<file path="src/rtl/tt_um_top.sv">
// Four-digit keypad combination lock for the Tiny Tapeout user-project wrapper.
// Synchronised key strobe, reprogrammable code, and a timed lockout after repeated failures.
module tt_um_top #(
    parameter logic [15:0] DEFAULT_CODE   = 16'h1234,
    parameter int          MAX_FAIL       = 3,
    parameter int          LOCKOUT_CYCLES = 1024
) (
    input  logic [7:0] ui_in,
    output logic [7:0] uo_out,
    input  logic [7:0] uio_in,
    output logic [7:0] uio_out,
    output logic [7:0] uio_oe,
    input  logic       ena,
    input  logic       clk,
    input  logic       rst_n
);

    localparam int              CW         = $clog2(LOCKOUT_CYCLES) + 1;
    localparam logic [CW-1:0]   LOCK_LAST  = CW'(LOCKOUT_CYCLES - 1);
    localparam logic [1:0]      FAIL_LIMIT = 2'(MAX_FAIL);

    typedef enum logic [2:0] {
        S_LOCKED,
        S_CHECK,
        S_UNLOCKED,
        S_PROGRAM,
        S_LOCKOUT
    } state_t;

    state_t          r_state;
    logic [7:0]      r_sync1;
    logic [7:0]      r_sync2;
    logic            r_strobe_d;
    logic [15:0]     r_buf;
    logic [15:0]     r_code;
    logic [1:0]      r_count;
    logic [1:0]      r_fail;
    logic            r_error;
    logic [CW-1:0]   r_lock_cnt;

    logic            w_press;
    logic [3:0]      w_digit;
    logic            w_clear;
    logic            w_relock;
    logic            w_prog;
    logic [15:0]     w_next_buf;
    logic [1:0]      w_fail_inc;
    logic            w_unlocked;
    logic            w_unused;

    assign w_press    = r_sync2[4] & ~r_strobe_d;
    assign w_digit    = r_sync2[3:0];
    assign w_clear    = r_sync2[5];
    assign w_relock   = r_sync2[6];
    assign w_prog     = r_sync2[7];
    assign w_next_buf = {r_buf[11:0], w_digit};
    assign w_fail_inc = r_fail + 2'd1;
    assign w_unused   = &{1'b0, ena, uio_in};

    // NOTE: all state uses non-blocking assignments so every flop samples pre-edge values.
    always_ff @(posedge clk or negedge rst_n) begin
        if (!rst_n) begin
            r_sync1    <= '0;
            r_sync2    <= '0;
            r_strobe_d <= 1'b0;
        end else begin
            r_sync1    <= ui_in;
            r_sync2    <= r_sync1;
            r_strobe_d <= r_sync2[4];
        end
    end

    always_ff @(posedge clk or negedge rst_n) begin
        if (!rst_n) begin
            r_state    <= S_LOCKED;
            r_buf      <= '0;
            r_code     <= DEFAULT_CODE;
            r_count    <= '0;
            r_fail     <= '0;
            r_error    <= 1'b0;
            r_lock_cnt <= '0;
        end else begin
            unique case (r_state)
                S_LOCKED: begin
                    if (w_clear) begin
                        r_count <= '0;
                        r_buf   <= '0;
                        r_error <= 1'b0;
                    end else if (w_press) begin
                        r_buf   <= w_next_buf;
                        r_error <= 1'b0;
                        r_count <= r_count + 2'd1;
                        if (r_count == 2'd3) begin
                            r_state <= S_CHECK;
                        end
                    end
                end
                // The full entry is compared one cycle after the fourth press lands.
                S_CHECK: begin
                    r_buf <= '0;
                    if (r_buf == r_code) begin
                        r_state <= S_UNLOCKED;
                        r_fail  <= '0;
                    end else begin
                        r_error <= 1'b1;
                        r_fail  <= w_fail_inc;
                        if (w_fail_inc == FAIL_LIMIT) begin
                            r_state    <= S_LOCKOUT;
                            r_lock_cnt <= '0;
                        end else begin
                            r_state <= S_LOCKED;
                        end
                    end
                end
                S_UNLOCKED: begin
                    if (w_relock) begin
                        r_state <= S_LOCKED;
                        r_count <= '0;
                        r_buf   <= '0;
                    end else if (w_prog) begin
                        r_state <= S_PROGRAM;
                        r_count <= '0;
                        r_buf   <= '0;
                    end
                end
                S_PROGRAM: begin
                    if (w_relock) begin
                        r_state <= S_LOCKED;
                        r_count <= '0;
                        r_buf   <= '0;
                    end else if (w_clear) begin
                        r_state <= S_UNLOCKED;
                        r_count <= '0;
                        r_buf   <= '0;
                    end else if (w_press) begin
                        r_buf   <= w_next_buf;
                        r_count <= r_count + 2'd1;
                        if (r_count == 2'd3) begin
                            r_code  <= w_next_buf;
                            r_state <= S_UNLOCKED;
                        end
                    end
                end
                S_LOCKOUT: begin
                    if (r_lock_cnt == LOCK_LAST) begin
                        r_state    <= S_LOCKED;
                        r_fail     <= '0;
                        r_error    <= 1'b0;
                        r_count    <= '0;
                        r_buf      <= '0;
                        r_lock_cnt <= '0;
                    end else begin
                        r_lock_cnt <= r_lock_cnt + 1'b1;
                    end
                end
                default: r_state <= S_LOCKED;
            endcase
        end
    end

    assign w_unlocked = (r_state == S_UNLOCKED) || (r_state == S_PROGRAM);

    assign uo_out  = {r_fail, r_count, (r_state == S_PROGRAM), (r_state == S_LOCKOUT),
                      r_error, w_unlocked};
    assign uio_out = 8'h00;
    assign uio_oe  = 8'h00;

endmodule

</file>
<file path="config.mk">
export PLATFORM = sky130hd
export DESIGN_NAME = tt_um_top
export DESIGN_NICKNAME = d
export VERILOG_FILES = /design/src/rtl/tt_um_top.sv
export SDC_FILE = /design/constraint.sdc
export NUM_CORES = 1
export LEC_CHECK = 0
export ABC_AREA = 1
export BUFFER_PORTS_ARGS = -buffer_cell sky130_fd_sc_hd__buf_2
export CAP_MARGIN = 20
export CORE_MARGIN = 2
export CORE_UTILIZATION = 40
export CTS_BUF_LIST = sky130_fd_sc_hd__clkbuf_8
export DETAILED_ROUTE_END_ITERATION = 12
export HOLD_SLACK_MARGIN = 0.05
export MAX_ROUTING_LAYER = met4
export PLACE_DENSITY = 0.58
export SLEW_MARGIN = 20
export SYNTH_ARGS = -nofsm -noshare
export SYNTH_HDL_FRONTEND = slang
export SYNTH_SLANG_ARGS = --single-unit
</file>
<file path="constraint.sdc">
create_clock -name clk -period 3.61 [get_ports clk]
set_clock_uncertainty 0.1 [all_clocks]
set_input_delay 0.722 -clock clk [delete_from_list [all_inputs] [get_ports clk]]
set_output_delay 0.722 -clock clk [all_outputs]
set_load 0.05 [all_outputs]
</file>
Word level (Yosys, flattened, before mapping)
Cells that the tools add are included.
{"block": "totals", "out_inout_bits": 24, "regBits": 68}
{"block": "op_classes", "add_sub_neg": 3, "mux": 38, "n_reduce_logical": 13, "n_eq_ne": 18, "n_bitwise": 4}
{"op": "16-bit two-way mux", "n": 6}
{"op": "16-bit one-hot mux with 5 select lines", "n": 1}
{"op": "3-bit two-way mux", "n": 12}
{"op": "11-bit two-way mux", "n": 3}
{"op": "11-bit one-hot mux with 2 select lines", "n": 1}
{"op": "16-bit equality test", "n": 1}
{"op": "3-bit one-hot mux with 5 select lines", "n": 1}
{"op": "2-bit two-way mux", "n": 7}
{"op": "11-bit by 1-bit adder with 11-bit output (second input constant)", "n": 1}
{"op": "11-bit by 10-bit equality test with 1-bit output (second input constant)", "n": 1}
{"op": "2-bit inequality test (second input constant)", "n": 5}
{"op": "3-bit AND reduction", "n": 3}
{"op": "4-bit by 1-bit inequality test with 1-bit output (second input constant)", "n": 2}
{"op": "2-bit one-hot mux with 4 select lines", "n": 1}
{"op": "7-bit AND reduction", "n": 1}
{"op": "3-bit by 2-bit equality test with 1-bit output (second input constant)", "n": 2}
{"op": "3-bit inequality test (second input constant)", "n": 2}
{"op": "5-bit AND reduction", "n": 1}
{"op": "5-bit nonzero test", "n": 1}
{"op": "2-bit by 1-bit adder with 2-bit output (second input constant)", "n": 2}
{"op": "2-bit equality test (second input constant)", "n": 2}
{"op": "1-bit two-way mux", "n": 4}
{"op": "2-bit one-hot mux with 2 select lines", "n": 1}
{"op": "4-bit AND reduction", "n": 1}
{"op": "12 further kinds", "n": 14}

Longest topological paths before layout
{"block": "logic_depth", "depth_word": 6, "ltp_mapped": 12, "ltp_nobuf": 11}

Least setup slack after synthesis
No wires, ideal clock.
{"block": "synth_timing", "kind": "register to output", "start": "reg r_state[1]", "end": "out uo_out[2]", "required_time_ns": 2.788, "arrival_time_ns": 0.961, "setup_slack_ns": 1.827, "path_buffers": 0, "path_stages_with_launch": 4, "cell_sequence": "dfrtp_1 -> nor2_1 -> inv_2 -> nor2_8"}
{"block": "synth_between", "elab_chain_len": 1}
{"item": "start, declared", "line": "30", "text": "state_t r_state;"}
{"item": "start signal, assigned", "line": "75", "text": "r_state <= S_LOCKED;"}
{"item": "start signal, assigned", "line": "94", "text": "r_state <= S_CHECK;"}
{"item": "start signal, assigned", "line": "102", "text": "r_state <= S_UNLOCKED;"}
{"item": "3-bit equality test", "line": "163", "text": "assign uo_out = {r_fail, r_count, (r_state == S_PROGRAM), (r_state == S_LOCKOUT),"}
{"item": "end, declared", "line": "9", "text": "output logic [7:0] uo_out,"}
No other way between the ends.

Worst setup path in the final report
Ends and elaborated chain as after synthesis.

==> results.md <==
- Max clock buf depth: 2
- Min-delay src: r_sync1[0]
- Mapped Avg Cell Area: 7.926 um^2
- CTS tree: built
- Die area: 0.009709 mm^2
- Minimum clock period: 2.400 ns
- Core region area: 0.008678 mm^2
- Clk pin slew, worst setup/hold paths: 0.07 ns
- Drt total wl: 6573 um
- HPWL after DPL: 4192 um
- Vias in the first global route: 2544
- Critical-path cell list: nor2_1 > inv_2 > nor2_8 > buf_2
- Primary FF master, synth: dfrtp_1
- #FFs+latches synth: 68
- Most common cell in the netlist: nand2_1
- Setup Buffers After CTS: 0
- Die W: 98.54 um
- 1st-iter DRT viols: 124
- Hold Crit Class: flip-flop to flip-flop
- Yosys top cell by area: dfrtp_1
- Pins over their slew limit: 0
- Cell variety after synth: 39
- Worst Path Required: 2.79 ns
- CTS Sinks: 68
- Lkg Pwr: 2.151 nW
- Fill cells: 880
- Net count, final: 490
- # rows: 34
- Setup violators final: 0
- Hold endpoint: r_sync2[0]
- First-pass GRT wire length: 11630 um
- Cells after synthesis: 451
- Drt wl/cell: 11.31 um
- Yosys warning total: 0
- Final Hold Viols: 0
- Worst r2r path cells: 6
- Starting Density: 41.19%
- Max incr delay on CP: 0.43 ns
- Inserted Diodes: 0
- I/O Pins: 43
- Area Overhead vs Synth: 7.525%
- Slew HR: 42.87%
- FMAX: 416.6 MHz
- Worst R2R Setup Slack: 1.51 ns
- Startpoint types: flip-flop
- Status: finished, final reports clean
- Drt pass-1 iters: 4
- Total CTS buffers: 9
- Setup crit end kind: output pin
- Crit share post-route: 66.49%
- Largest net degree at the start of global routing: 69
- H-tree Lvls: 3
- Hold_buf cts: 0
- Pwr Density: 398.5 mW/mm^2
- CP arrival: 1.58 ns
- Vias: 2665
- Post-synth top area share: 44.10%
- Reg2reg start: r_sync2[4]
- Peak supply drop: 0.0002487 V
- Die height: 98.54 um
- Slowest-stage cell, CP: dfrtp_1
- Hold Crit Depth: 0
- Cts repair resizes: 0
- Antenna violations before repair: 0
- Worst Setup Path Type: flip-flop to output pin
- Sum Neg Setup Slack: 0 ns
- Worst r2r dst: r_code[3]
- GPL Wtd Cong: 0.8086
- Ranking of synthesized cells by area: dfrtp_1, nand2_1, inv_1, buf_4, dfstp_2
- Mapped Area: 0.003575 mm^2
- Root Buffer: clkbuf_8
- Buffers on Ports: 17
- Synth async-reset ratio: 100.0%
- Largest fanout on the critical path: 7
- Clk_lat worst skew: 0.33 ns
- Layout cell share with drive strength beyond 1: 13.95%
- Seq/Total Area, Yosys: 47.78%
- Dpl cells: 565
- Grt ovf: 0
- Vias per cell: 4.587
- EDFF count, synth: 0
- Number of max-cap violations: 0
- Final std cells w/o fill: 581
- Worst-margin pin slew: 0.8569 ns
- RSZ-0062 raised after global routing: false
- Synth top cells by count: nand2_1, inv_1, dfrtp_1
- DRC Markers: 0
- Detail Route Antenna Nets: 0
- GRT Total Usage: 15.25%
==> per-stage QoR <==
step                worst slack, ns  cell area [um^2]  hold slack (ns)  utilization (%)  power, mW
global placement              1.551              3666           0.2312            42.24     0.9695
floorplan                     1.827              3631           0.2312                -     0.9448
detailed placement            1.479              3666           0.2347            42.24     0.9718
finish                        1.210              3844           0.2490            44.29      1.532
global route                  1.124              3844           0.2544            44.29      1.609
CTS                           1.186              3844           0.2489            44.29      1.556
==> cells by family (layout without fill, tap and decap cells) <==
family | after synthesis | after routing | synth area share [%]
AO/OA/AOI/OAI | 49 | 49 | 7.385
XOR/XNOR | 2 | 2 | 0.4901
adder cells (fa/ha/maj) | 3 | 3 | 1.050
buffers and inverters | 100 | 107 | 13.30
flip-flops | 68 | 68 | 47.78
other | 1 | 16 | 0.1049
AND/OR/NAND/NOR | 228 | 228 | 29.89
==> placed cells by master, fill, tap and decap left out, types with 2 or more instances in the layout <==
cell	count
a21oi_1	7
buf_2	17
buf_4	2
clkbuf_8	9
conb_1	16
dfrtp_1	63
dfstp_2	5
ha_1	3
inv_1	73
inv_2	3
nand2_1	149
nand2_2	11
nand2_4	2
nand3_1	21
nand3_2	2
nand3b_1	3
nand4_1	4
nor2_1	25
nor2_4	2
nor2_8	2
o211ai_1	2
o21ai_0	23
o21ai_1	13
xor2_1	2
==> report_power, final <==
group / internal (mW) / switching (mW)
Combinational: 0.0358 / 0.120
Clock: 0.306 / 0.270
Sequential: 0.786 / 0.0135
Total: 1.13 / 0.404
==> state kept, by name, summed over array words and instances, names as in the netlist, 2 cells and up <==
name	cells
r_sync2	8
r_state	3
r_lock_cnt	11
r_buf	16
r_code	16
r_sync1	8
r_count	2
r_fail	2
==> worst max-delay path: cells and delay by family (launching register included) <==
kind / cells / cell delay [ns]
buffers and inverters: 2 / 0.42
AND/OR/NAND/NOR: 2 / 0.40
flip-flops: 1 / 0.43
==> layer usage <==
metal / global-route usage [%] / vias up / wire length (um)
met5: - / - / 0
met4: 6.533 / 0 / 28
met3: 2.624 / 2 / 244
met2: 24.18 / 55 / 3053
met1: 19.38 / 1214 / 3247
li1: - / 1394 / -
==> cell type report <==
type                       count  area (um^2)  area share (%)
sequential                    68         1708           44.43
multi-input combinational    298         1448           37.66
inverter                      72        275.3           7.161
tap                          108        135.1           3.516
clock buffer                   9        123.9           3.223
timing repair buffer          19        100.1           2.604
clock inverter                 7        53.80           1.400
==> how the worst max path moves through the flow <==
stage,end,startpoint
after floorplan,uo_out[2],r_state[1]
after global placement,r_code[2],r_sync2[4]
after detailed placement,r_code[3],r_sync2[4]
after CTS,uo_out[2],r_state[1]
after global routing,uo_out[2],r_state[1]
final,uo_out[2],r_state[1]
Power figures use the tool's default switching activity.
